$ cat src/rtl/rv_pkg.sv
// Shared pipeline types and constants for the single-issue RISC-V core.
package rv_pkg;

    localparam logic [31:0] NOP_INSTR = 32'h0000_0013;  // addi x0, x0, 0

    typedef enum logic [1:0] {
        BOOT  = 2'd0,
        RUN   = 2'd1,
        FAULT = 2'd2
    } fetch_state_t;

    typedef struct packed {
        logic        valid;
        logic [31:0] instr;
        logic [31:0] pc;
        logic [31:0] pc_plus4;
    } if_id_t;

endpackage

$ cat src/rtl/pc_reg.sv
// Program counter register with next-PC selection and fetch address checker.
module pc_reg #(
    parameter logic [31:0] RESET_PC   = 32'h0000_0000,
    parameter int          IMEM_BYTES = 128
) (
    input  logic        clk,
    input  logic        reset,
    input  logic        hold,
    input  logic        redirect,
    input  logic [31:0] target,
    output logic [31:0] pc,
    output logic [31:0] pc_plus4,
    output logic        bad
);

    localparam logic [31:0] LAST_ADDR = 32'(IMEM_BYTES - 4);

    logic [31:0] pc_q;
    logic [31:0] pc_n;

    assign pc       = pc_q;
    assign pc_plus4 = pc_q + 32'd4;
    assign bad      = (pc_q[1:0] != 2'b00) || (pc_q > LAST_ADDR);

    always_comb begin
        pc_n = pc_q;
        if (!hold) begin
            pc_n = redirect ? target : pc_plus4;
        end
    end

    always_ff @(posedge clk) begin
        if (reset) begin
            pc_q <= RESET_PC;
        end else begin
            pc_q <= pc_n;
        end
    end

endmodule

$ cat src/rtl/fetch_stage.sv
// Instruction fetch: PC sequencing, IF/ID capture, stall/redirect handling
// and a sticky fault on misaligned or out-of-range fetch addresses.
module fetch_stage
    import rv_pkg::*;
#(
    parameter logic [31:0] RESET_PC   = 32'h0000_0000,
    parameter int          IMEM_BYTES = 128
) (
    input  logic        clk,
    input  logic        reset,
    output logic [31:0] imem_addr,
    input  logic [31:0] imem_rdata,
    input  logic        stall_d,
    input  logic        redirect_e,
    input  logic [31:0] redirect_target_e,
    output logic        if_id_valid,
    output logic [31:0] if_id_instr,
    output logic [31:0] if_id_pc,
    output logic [31:0] if_id_pc_plus4,
    output logic        fetch_fault
);

    fetch_state_t state, state_n;
    if_id_t       if_id, if_id_n;
    logic [31:0]  pc_f, pc_f_plus4;
    logic         pc_bad;
    logic         pc_hold;

    // PC moves only in RUN, on a good address, when not stalled (redirect beats stall).
    assign pc_hold = (state != RUN) || pc_bad || (stall_d && !redirect_e);

    pc_reg #(
        .RESET_PC  (RESET_PC),
        .IMEM_BYTES(IMEM_BYTES)
    ) u_pc_reg (
        .clk     (clk),
        .reset   (reset),
        .hold    (pc_hold),
        .redirect(redirect_e),
        .target  (redirect_target_e),
        .pc      (pc_f),
        .pc_plus4(pc_f_plus4),
        .bad     (pc_bad)
    );

    assign imem_addr = pc_f;

    always_ff @(posedge clk) begin
        if (reset) begin
            state <= BOOT;
        end else begin
            state <= state_n;
        end
    end

    always_comb begin
        state_n = state;
        if_id_n = if_id;
        case (state)
            BOOT: state_n = RUN;
            RUN: begin
                if (pc_bad) begin
                    state_n       = FAULT;
                    if_id_n.valid = 1'b0;
                    if_id_n.instr = NOP_INSTR;
                end else if (redirect_e) begin
                    if_id_n.valid = 1'b0;
                    if_id_n.instr = NOP_INSTR;
                end else if (!stall_d) begin
                    if_id_n = '{valid: 1'b1, instr: imem_rdata, pc: pc_f, pc_plus4: pc_f_plus4};
                end
            end
            FAULT: state_n = FAULT;
            default: state_n = BOOT;
        endcase
    end

    always_ff @(posedge clk) begin
        if (reset) begin
            if_id <= '{valid: 1'b0, instr: NOP_INSTR, pc: 32'd0, pc_plus4: 32'd0};
        end else begin
            if_id <= if_id_n;
        end
    end

    assign if_id_valid    = if_id.valid;
    assign if_id_instr    = if_id.instr;
    assign if_id_pc       = if_id.pc;
    assign if_id_pc_plus4 = if_id.pc_plus4;
    assign fetch_fault    = (state == FAULT);

endmodule

$ cat config.mk
export PLATFORM = sky130hd
export DESIGN_NAME = fetch_stage
export DESIGN_NICKNAME = d
export VERILOG_FILES = /design/src/rtl/rv_pkg.sv /design/src/rtl/pc_reg.sv /design/src/rtl/fetch_stage.sv
export SDC_FILE = /design/constraint.sdc
export NUM_CORES = 1
export LEC_CHECK = 0
export BUFFER_PORTS_ARGS = -buffer_cell sky130_fd_sc_hd__buf_2
export CAP_MARGIN = 20
export CORE_UTILIZATION = 30
export CTS_BUF_LIST = sky130_fd_sc_hd__clkbuf_2 sky130_fd_sc_hd__clkbuf_4 sky130_fd_sc_hd__clkbuf_8
export CTS_CLUSTER_DIAMETER = 80
export CTS_CLUSTER_SIZE = 24
export DETAILED_ROUTE_END_ITERATION = 10
export PLACE_DENSITY_LB_ADDON = 0.3
export SYNTH_ARGS = -nofsm -noshare
export SYNTH_HDL_FRONTEND = slang
export SYNTH_SLANG_ARGS = --single-unit
$ cat constraint.sdc
create_clock -name clk -period 3.4 [get_ports clk]
set_clock_uncertainty 0.1 [all_clocks]
set_input_delay 0.51 -clock clk [delete_from_list [all_inputs] [get_ports clk]]
set_output_delay 0.51 -clock clk [all_outputs]
set_load 0.005 [all_outputs]
==> key figures, run 1 <==
Power
  • Leakage: 2.88 nW
  • Pwr Density: 764 nW/um2
  • Worst VDD drop: 0.385 mV

Routing
  • DR iter-0 viols: between 200 and 300
  • Initial DRT Pass Iterations: 4
  • DR WL/cell: 15.0 um
  • Routed WL: 12300 um
  • # DRC: 0
  • Via density per instance: 4.91
  • Total vias in the final route: 4042
  • Antenna Nets Post-Route: 0

Clocking
  • CTS Hold Bufs: 0
  • Skew-Pair Late Insertion Delay: 0.43 ns
  • H-tree levels: 4
  • TritonCTS Sinks: about 130
  • CTS tree: yes
  • Setup Buffers After CTS: 0
  • CTS max path bufs: 2
  • Post-CTS sizing: 0
  • Worst-path clk slew: 0.08 ns
  • CTS buffer count: 17
  • Root Driver: clkbuf_8

Global route
  • First-pass GRT wire length: roughly 20000 um
  • Vias in the first global route: 3921
  • Most used routing layer: met2
  • Total global routing overflow: 0
  • M2 GR Usage: 24.2%
  • Met3 usage in global routing: a little under 6%
  • GR Layer Usage met1: 19.1%
  • Initial antenna violation count: 1
  • Largest net degree at the start of global routing: 52
  • Total track usage: 15.6%

Floorplanning
  • Die Span X: 126 um
  • Vert. Die Dim: 126 um
  • Rows: 44
  • Total Die Area: roughly 16000 um2
  • Initial Util: 31.3%
  • Core area: 14800 um2
  • IO Pins: between 150 and 200

Synthesis
  • Yosys cell types: 52
  • Main synth FF type: dfxtp_1
  • Post-Syn Instances: roughly 440
  • Register bit total from synthesis: 129
  • Post-synth EDFFs: 0
  • Syn Area/Cell: roughly 10 um2
  • Ys async rst share: 0%
  • Synth warn: 0
  • Synthesized area: 4620 um2
  • Syn_nets: 513
  • Register area share after synthesis: 55.9%

Placement
  • Buffers added on ports: 197
  • Post-DP HPWL: approximately 8500 um
  • Routability cong.: ~0.85
  • Placed Cells incl. Taps: slightly below 800

Worst setup path
  • Critical Path AT: 3.05 ns
  • Slowest library cell on the worst path: nor4_1
  • Slowest cell delay on critical path: roughly 0.75 ns
  • R2R Setup Slk: 0.63 ns
  • CP bufs+invs: 1
  • CP Launch Type: register
  • Reg-to-Reg End: if_id_instr[6]$_SDFFE_PP0P_
  • Crit Path Class: register to register
  • Required time worst endpoint: 3.68 ns
  • Register-to-Register Path Depth: 5
  • CP Capture Type: register
  • Max FO, Critical Path: 30
  • Top delay family on crit path: simple AND/OR/NAND/NOR gates
  • Crit-path cells: nor4_1 > nand4_1 > nor3_4 > buf_4 > a22o_2
  • Worst flop-to-flop path startpoint: u_pc_reg.pc[22]$_SDFFE_PP0N_

Run status
  • Status: completed

Min path
  • Hold Path Sink: if_id_instr[26]$_SDFFE_PP0P_
  • Min-delay src: imem_rdata[26]
  • HP Class: primary input to register
  • Worst hold stages: 2

Job
  • Max Cap Viol: 0

Layout
  • Synthesis-to-layout area growth: 32.4%
  • Commonest non-fill, non-tap cell in the layout: buf_2
  • Diodes inserted: 0
  • FILL cells: ~1500
  • Final net count: between 600 and 700
  • Most frequent cells in the layout: buf_2 (197), dfxtp_1 (129), and2_1 (51)
  • Final Non-Filler Cells: just over 800
  • Share of cells above drive strength 1: 41.2%

Timing
  • Worst-Margin Slew: 0.868 ns
  • Fin crit period: 2.77 ns
  • Peak Freq: 361 MHz
  • Setup TNS Final: 0 ns
  • Final hold vios: 0
  • Final setup viols: 0
  • Slew margin rel.: 41.6%
  • Max-slew violations: 0
  • Final period util: 81.4%
  • Unrepaired setup endpoints after global routing: false
[worst max path at each step]
stage	slack (ns)	from	depth (start not counted)	endpoint
global placement	0.78	u_pc_reg.pc[20]$_SDFFE_PP0N_	5	if_id_instr[5]$_SDFFE_PP0P_
finish	0.63	u_pc_reg.pc[22]$_SDFFE_PP0N_	5	if_id_instr[6]$_SDFFE_PP0P_
global route	0.34	u_pc_reg.pc[20]$_SDFFE_PP0N_	5	if_id_instr[16]$_SDFFE_PP0P_
CTS	0.67	u_pc_reg.pc[22]$_SDFFE_PP0N_	5	if_id_instr[25]$_SDFFE_PP0P_
floorplan	1.46	redirect_e	6	if_id_instr[10]$_SDFFE_PP0P_
detailed placement	0.69	u_pc_reg.pc[20]$_SDFFE_PP0N_	5	if_id_instr[6]$_SDFFE_PP0P_
[cells in the mapped netlist (2+ instances only)]
master | instances | area (um2)
buf_2 | 8 | 40.0
mux2i_1 | 2 | 20.0
a22o_2 | 15 | 150
nand3_1 | 15 | 75.1
nor2_1 | 21 | 78.8
inv_1 | 6 | 22.5
a2bb2oi_1 | 3 | 26.3
o21a_1 | 2 | 15.0
nor4_1 | 6 | 37.5
o41ai_1 | 2 | 17.5
a32oi_1 | 3 | 26.3
and2_1 | 51 | 319
nand2b_1 | 2 | 12.5
clkbuf_1 | 21 | 78.8
nand2_1 | 14 | 52.6
nor3_1 | 7 | 35.0
a31oi_1 | 17 | 106
and4_1 | 2 | 17.5
or3_4 | 2 | 22.5
nand4_1 | 9 | 56.3
buf_4 | 5 | 37.5
a22o_1 | 14 | 123
o31ai_1 | 7 | 52.6
buf_6 | 3 | 33.8
nand4_2 | 2 | 25.0
dfxtp_1 | 129 | 2580
ha_1 | 4 | 50.1
a21oi_1 | 18 | 90.1
a22oi_1 | 2 | 15.0
a41oi_1 | 5 | 43.8
o2bb2ai_1 | 7 | 61.3
xnor2_1 | 2 | 17.5
nor3b_1 | 3 | 22.5
o21ai_0 | 13 | 65.1
and3_1 | 2 | 12.5
[through the flow]
step,power (mW),setup WS (ns),util (%),instance area (um2),hold WS (ns)
6_report,4.67,0.631,41.4,6110,0.194
5_1_grt,4.95,0.337,41.4,6110,0.158
4_1_cts,4.71,0.666,41.4,6110,0.152
3_5_place_dp,3.35,0.688,38.7,5710,0.336
3_3_place_gp,3.32,0.783,38.7,5710,0.329
2_1_floorplan,2.85,1.46,-,4620,0.341
[power by group]
group | total [mW] | switching [mW] | internal [mW]
Clock | 1.35 | 0.584 | 0.762
Combinational | 1.54 | 1.05 | 0.497
Sequential | 1.78 | 0.138 | 1.65
[cells by family (layout without fill, tap and decap cells)]
| logic type | Yosys count | after routing | share of synthesized area, % |
|---|---|---|---|
| AND/OR/NAND/NOR | 145 | 145 | 18.5 |
| flip-flops | 129 | 129 | 55.9 |
| AO/OA/AOI/OAI | 114 | 114 | 18.7 |
| buffers and inverters | 43 | 241 | 4.60 |
| adder cells (fa/ha/maj) | 4 | 4 | 1.08 |
| XOR/XNOR | 3 | 3 | 0.569 |
| multiplexers | 3 | 3 | 0.677 |
[final cells by class]
cell class	instances	area [um2]	area share, %
Tap cell	184	230	3.77
Inverter	6	22.5	0.368
Clock inverter	10	136	2.23
Clock buffer	21	270	4.42
Sequential cell	129	2580	42.2
Timing Repair Buffer	204	1040	17.0
Multi-Input combinational cell	269	1830	30.0
[layer usage]
| metal | share of wire [%] | vias up |
|---|---|---|
| met3 | 7.9 | 22 |
| met4 | 2.2 | 0 |
| li1 | - | 1966 |
| met2 | 45 | 157 |
| met1 | 45 | 1897 |
| met5 | 0 | - |
Power figures use the tool's default switching activity.
==> inputs of run 2 (changes only) <==
clock period = 2.9 ns   (was 3.4 ns; I/O delays follow)
==> key figures, run 2 (same netlist as run 1, synthesis figures left out) <==
Timing
  • Slew margin rel.: 46.3% (+4.7 points)
  • Setup TNS Final: 0 ns (unchanged)
  • Unrepaired setup endpoints after global routing: false
  • Final setup viols: 0 (unchanged)
  • Worst-Margin Slew: 0.800 ns (-0.0678 ns)
  • Max-slew violations: 0 (unchanged)
  • Final hold vios: 0 (unchanged)
  • Fin crit period: 2.36 ns (-0.412 ns)
  • Final period util: 81.3% (-0.15 points)
  • Peak Freq: 424 MHz (+17%)

Layout
  • Most frequent cells in the layout: buf_2 (197), dfxtp_1 (129), and2_1 (51)
  • Final Non-Filler Cells: 828 (+0.61%)
  • FILL cells: 1495 (+0.61%)
  • Final net count: 703 (+0.57%)
  • Synthesis-to-layout area growth: 32.4% (about the same)
  • Share of cells above drive strength 1: 41.6% (+0.46 points)
  • Commonest non-fill, non-tap cell in the layout: buf_2
  • Diodes inserted: 0 (unchanged)

Clocking
  • CTS Hold Bufs: 0 (unchanged)
  • Root Driver: clkbuf_8
  • Worst-path clk slew: 0.08 ns (about the same)
  • CTS tree: yes
  • Post-CTS sizing: 0 (unchanged)
  • TritonCTS Sinks: 129 (unchanged)
  • CTS buffer count: 17 (unchanged)
  • CTS max path bufs: 2 (unchanged)
  • Setup Buffers After CTS: 0 (unchanged)
  • H-tree levels: 4 (unchanged)
  • Skew-Pair Late Insertion Delay: 0.45 ns (+0.02 ns)

Placement
  • Post-DP HPWL: 8640 um (+1.4%)
  • Placed Cells incl. Taps: 796 (+0.51%)
  • Routability cong.: 0.805 (-4.9%)
  • Buffers added on ports: 197 (unchanged)

Global route
  • Initial antenna violation count: 0 (-1)
  • Total global routing overflow: 0 (unchanged)
  • Vias in the first global route: 3916 (-0.13%)
  • Total track usage: 15.9% (+0.27 points)
  • First-pass GRT wire length: 19800 um (+1.3%)
  • Largest net degree at the start of global routing: 52 (unchanged)

Routing
  • DR iter-0 viols: 174 (-37%)
  • Total vias in the final route: 4025 (-0.42%)
  • Initial DRT Pass Iterations: 4 (unchanged)
  • Routed WL: 12300 um (about the same)
  • # DRC: 0 (unchanged)
  • Via density per instance: 4.86 (-1.0%)
  • Antenna Nets Post-Route: 0 (unchanged)
  • DR WL/cell: 14.9 um (-0.56%)

Min path
  • Min-delay src: imem_rdata[13]
  • HP Class: primary input to register
  • Hold Path Sink: if_id_instr[13]$_SDFFE_PP0P_
  • Worst hold stages: 2 (unchanged)

Power
  • Pwr Density: 879 nW/um2 (+15%)
  • Worst VDD drop: 0.499 mV (+30%)
  • Total power: 5.38 mW (+15%)
  • Leakage: 2.89 nW (+0.23%)

Floorplanning
  • Rows: 44 (unchanged)
  • Initial Util: 31.3% (unchanged)
  • Vert. Die Dim: 126 um (unchanged)
  • IO Pins: 198 (unchanged)
  • Core area: 14800 um2 (unchanged)
  • Total Die Area: 15900 um2 (unchanged)
  • Die Span X: 126 um (unchanged)

Worst setup path
  • CP Capture Type: register
  • Reg-to-Reg End: if_id_instr[24]$_SDFFE_PP0P_
  • Crit Path Class: register to register
  • CP Launch Type: register
  • R2R Setup Slk: 0.54 ns (-0.09 ns)
  • Max FO, Critical Path: 33 (+10%)
  • Required time worst endpoint: 3.18 ns (-0.50 ns)
  • Register-to-Register Path Depth: 5 (unchanged)
  • Worst flop-to-flop path startpoint: u_pc_reg.pc[7]$_SDFFE_PP0N_
  • Critical Path AT: 2.64 ns (-0.41 ns)

Run status
  • Status: completed

Job
  • Max Cap Viol: 0 (unchanged)
-- run 2: power breakdown --
part           total, mW  internal [mW]  switching [mW]  leakage, nW
Clock               1.45          0.707           0.746        0.190
Combinational       1.83          0.601            1.23         1.66
Sequential          2.09           1.93           0.158         1.04
Total               5.38           3.24            2.14         2.89
-- run 2: area by class of cell --
class                      count  area (um2)  share of cell area, %
tap                          184         230                   3.76
timing repair buffer         208        1070                   17.5
multi-input combinational    269        1830                   30.0
clock buffer                  18         248                   4.05
inverter                       6        22.5                  0.368
sequential                   129        2580                   42.2
clock inverter                14         130                   2.13
-- run 2: how the worst max path moves through the flow --
| stage | startpoint | cells past startpoint | to |
|---|---|---|---|
| floorplan | u_pc_reg.pc[25]$_SDFFE_PP0N_ | 5 | if_id_instr[10]$_SDFFE_PP0P_ |
| global placement | u_pc_reg.pc[7]$_SDFFE_PP0N_ | 5 | if_id_pc_plus4[18]$_SDFFE_PP0P_ |
| detailed placement | u_pc_reg.pc[7]$_SDFFE_PP0N_ | 5 | if_id_instr[30]$_SDFFE_PP0P_ |
| CTS | u_pc_reg.pc[7]$_SDFFE_PP0N_ | 5 | if_id_instr[24]$_SDFFE_PP0P_ |
| global route | u_pc_reg.pc[7]$_SDFFE_PP0N_ | 5 | if_id_instr[7]$_SDFFE_PP0P_ |
| finish | u_pc_reg.pc[7]$_SDFFE_PP0N_ | 5 | if_id_instr[24]$_SDFFE_PP0P_ |
-- run 2: stage by stage --
stage                     cell area (um2)  setup slack [ns]  hold WS, ns  util (%)
after floorplan                      4620              1.02        0.341         -
after global placement               5740             0.608        0.330      38.9
after detailed placement             5740             0.567        0.335      38.9
after CTS                            6120             0.517       0.0663      41.5
after global routing                 6120             0.335       0.0728      41.5
final                                6120             0.543        0.109      41.5
-- run 2: layer usage --
metal | vias to the layer above | GRT usage (%) | part of all wire [%]
met5 | - | 0 | 0
met4 | 0 | 5.39 | 1.3
met3 | 16 | 6.50 | 8.2
met2 | 135 | 25.8 | 47
met1 | 1897 | 18.9 | 43
li1 | 1977 | - | -
-- run 2: critical path, cell delays in order, from the launching register on --
cell	delay, ns
dfxtp_1	0.38
nor4_1	0.52
nand4_2	0.36
o32ai_4	0.34
buf_4	0.37
a22o_2	0.20
==> inputs of run 3 (changes only) <==
ABC_AREA = 1   (was unset)
clock period = 1.97 ns   (was 2.9 ns; I/O delays follow)
==> key figures, run 3 <==
Layout
  • Fin util: 42.6% (+1.1 points)
  • Final net count: 1043 (+48%)
  • Final Non-Filler Cells: 1213 (+46%)
  • Synthesis-to-layout area growth: 38.5%
  • Most frequent cells in the layout: buf_2 (197), nand2_1 (161), dfxtp_1 (129)
  • Commonest non-fill, non-tap cell in the layout: buf_2
  • Share of cells above drive strength 1: 34.3% (-7.3 points)
  • FILL cells: 1870 (+25%)

Worst setup path
  • Worst flop-to-flop path startpoint: u_pc_reg.pc[2]$_SDFFE_PP0N_
  • CP Launch Type: register
  • Max FO, Critical Path: 5 (-85%)
  • CP Capture Type: register
  • Register-to-Register Path Depth: 10 (+5)
  • Critical Path AT: 2.01 ns (-0.63 ns)
  • Required time worst endpoint: 2.18 ns (-1.00 ns)
  • Crit Path Class: register to register
  • R2R Setup Slk: 0.17 ns (-0.37 ns)
  • Reg-to-Reg End: u_pc_reg.pc[14]$_SDFFE_PP0N_

Global route
  • First-pass GRT wire length: 25100 um (+27%)
  • Total track usage: 17.3% (+1.4 points)
  • Total global routing overflow: 0 (unchanged)
  • Initial antenna violation count: 1 (+1)
  • Vias in the first global route: 4934 (+26%)
  • Largest net degree at the start of global routing: 64 (+23%)

Routing
  • # DRC: 0 (unchanged)
  • DR WL/cell: 13.9 um (-6.6%)
  • Via density per instance: 4.52 (-7.1%)
  • Antenna Nets Post-Route: 0 (unchanged)
  • Initial DRT Pass Iterations: 7 (+3)
  • Total vias in the final route: 5480 (+36%)
  • DR iter-0 viols: 277 (+59%)
  • Routed WL: 16900 um (+37%)

Timing
  • Setup TNS Final: 0 ns (unchanged)
  • Hold slack: 0.0359 ns (-0.0731 ns)
  • Worst-Margin Slew: 0.620 ns (-0.180 ns)
  • Slew margin rel.: 58.7% (+12 points)
  • Final hold vios: 0 (unchanged)
  • Unrepaired setup endpoints after global routing: false
  • Peak Freq: 555 MHz (+31%)
  • Final period util: 91.5% (+10 points)
  • Final setup viols: 0 (unchanged)
  • Max-slew violations: 0 (unchanged)
  • Fin crit period: 1.80 ns (-0.555 ns)

Clocking
  • Root Driver: clkbuf_8
  • CTS tree: yes
  • Worst-path clk slew: 0.08 ns (about the same)
  • Skew-Pair Late Insertion Delay: 0.45 ns (about the same)
  • H-tree levels: 4 (unchanged)
  • CTS max path bufs: 2 (unchanged)
  • CTS buffer count: 17 (unchanged)
  • TritonCTS Sinks: 129 (unchanged)

Floorplanning
  • Initial Util: 30.8% (-0.56 points)
  • Total Die Area: 19000 um2 (+20%)
  • Core area: 18000 um2 (+22%)
  • Die Span X: 138 um (+9.4%)
  • Rows: 49 (+11%)
  • Vert. Die Dim: 138 um (+9.4%)
  • IO Pins: 198 (unchanged)

Synthesis
  • Adder-cell share of the synthesized area: 0.903% (-0.18 points)
  • Largest family of logic cells by synthesized area: simple AND/OR/NAND/NOR gates
  • Top-count cell post-synth: nand2_1
  • Ys async rst share: 0% (unchanged)
  • Synth top cells by count: nand2_1 (161), dfxtp_1 (129), nor2_1 (87)
  • Multiplexer area fraction after synthesis: 0% (-0.68 points)
  • Syn_nets: 790 (+54%)
  • Syn Area/Cell: 7.72 um2 (-26%)
  • Post-Synth Simple-Gate Area: 33.2% (+15 points)
  • XOR/XNOR share of the synthesized area: 0.948% (+0.38 points)
  • Yosys cell types: 29 (-44%)
  • Post-Syn Instances: 718 (+63%)
  • Register bit total from synthesis: 129 (unchanged)
  • Synthesized area: 5540 um2 (+20%)
  • Yosys top cell by area: dfxtp_1
  • Register area share after synthesis: 46.6% (-9.3 points)
  • Main synth FF type: dfxtp_1
  • Synth area leaders: dfxtp_1 (47%), nand2_1 (11%), nor2_1 (5.9%)
  • Post-synth EDFFs: 0 (unchanged)
  • Synth warn: 0 (unchanged)
  • Area share of the largest cell type after synthesis: 46.6% (-9.3 points)
  • Post-synthesis compound-gate area fraction: 9.32% (-9.3 points)

Placement
  • Post-DP HPWL: 11300 um (+31%)
  • Routability cong.: 0.844 (+4.8%)
  • Placed Cells incl. Taps: 1138 (+43%)
  • Buffers added on ports: 197 (unchanged)

Power
  • P_sw: 3.49 mW (+63%)
  • Combinational share of power: 42.4% (+8.3 points)
  • Worst VDD drop: 0.709 mV (+42%)
  • Fraction of power consumed by sequential logic: 34.6% (-4.2 points)
  • Pwr Density: 1160 nW/um2 (+32%)
  • Clock share of power: 23.0% (-4.0 points)
  • Leakage: 3.87 nW (+34%)
  • Net Sw Frac: 39.1% (-0.70 points)
  • Int Power: 5.44 mW (+68%)

Min path
  • Min-delay src: imem_rdata[6]
  • Worst hold stages: 3 (+1)
  • HP Class: primary input to register
  • Hold Path Sink: if_id_instr[6]$_SDFFE_PP0P_

Job
  • Max Cap Viol: 0 (unchanged)

Run status
  • Status: completed
## run 3: layout make-up
type	instances	area, um2	area share [%]
Sequential cell	129	2580	33.6
Multi-Input combinational cell	495	2510	32.7
Timing Repair Buffer	277	1750	22.8
Tap cell	229	287	3.73
Clock buffer	20	269	3.51
Inverter	51	191	2.49
Clock inverter	11	82.6	1.08
Antenna cell	1	2.50	0.0326
## run 3: stage by stage
step / setup WS (ns) / cell area [um2] / total power, mW
floorplan: 0.257 / 5540 / 5.37
global placement: 0.0288 / 6850 / 6.32
detailed placement: 0.0709 / 6850 / 6.33
CTS: 0.0316 / 7580 / 8.47
global route: 0.0214 / 7670 / 9.55
finish: 0.168 / 7670 / 8.93
## run 3: power groups by stage
stage          sequential [mW]  combinational, mW  clock [mW]
2_1_floorplan             3.24               2.13           0
3_3_place_gp              3.15               3.18           0
3_5_place_dp              3.15               3.19           0
4_1_cts                   3.09               3.25        2.13
5_1_grt                   3.13               4.19        2.23
6_report                  3.09               3.79        2.05
## run 3: how the worst max path moves through the flow
stage | start | endpoint | slack, ns
finish | u_pc_reg.pc[2]$_SDFFE_PP0N_ | u_pc_reg.pc[14]$_SDFFE_PP0N_ | 0.17
global route | u_pc_reg.pc[2]$_SDFFE_PP0N_ | u_pc_reg.pc[14]$_SDFFE_PP0N_ | 0.02
CTS | u_pc_reg.pc[20]$_SDFFE_PP0N_ | u_pc_reg.pc[12]$_SDFFE_PP0N_ | 0.03
detailed placement | u_pc_reg.pc[0]$_SDFFE_PP0P_ | u_pc_reg.pc[12]$_SDFFE_PP0N_ | 0.07
global placement | u_pc_reg.pc[18]$_SDFFE_PP0N_ | u_pc_reg.pc[12]$_SDFFE_PP0N_ | 0.03
floorplan | state[1]$_SDFFE_PP0P_ | if_id_pc[0]$_SDFFE_PP0P_ | 0.26
## run 3: kinds of logic after synthesis
kind of cell	after synthesis
and+or+nand+nor	400
DFF	129
buffers and inverters	96
AOI/OAI and AO/OA	83
xor gates and xnor gates	6
adders and majority gates	4
## run 3: repair_timing
action                                  4_1_cts  5_1_grt
buffers inserted                              0        3
hold buffers                                 38        0
hold endpoints to repair                     38        0
endpoints found under the setup margin        0       92
gates resized for setup                       0        7
## run 3: per-layer routing
metal	GRT usage, %	up-vias	part of all wire (%)
li1	-	2807	-
met5	0	-	0
met4	6.64	0	1.5
met3	4.71	18	6.5
met1	22.0	2462	46
met2	27.7	193	46
## run 3: critical path: stages, from the launching register on
cell,delay (ns)
dfxtp_1,0.40
ha_1,0.20
nand3_1,0.14
inv_1,0.16
nand2_1,0.14
inv_1,0.10
nand3_1,0.07
nand3_1,0.09
nand2_1,0.05
a21oi_1,0.16
nor2_1,0.07
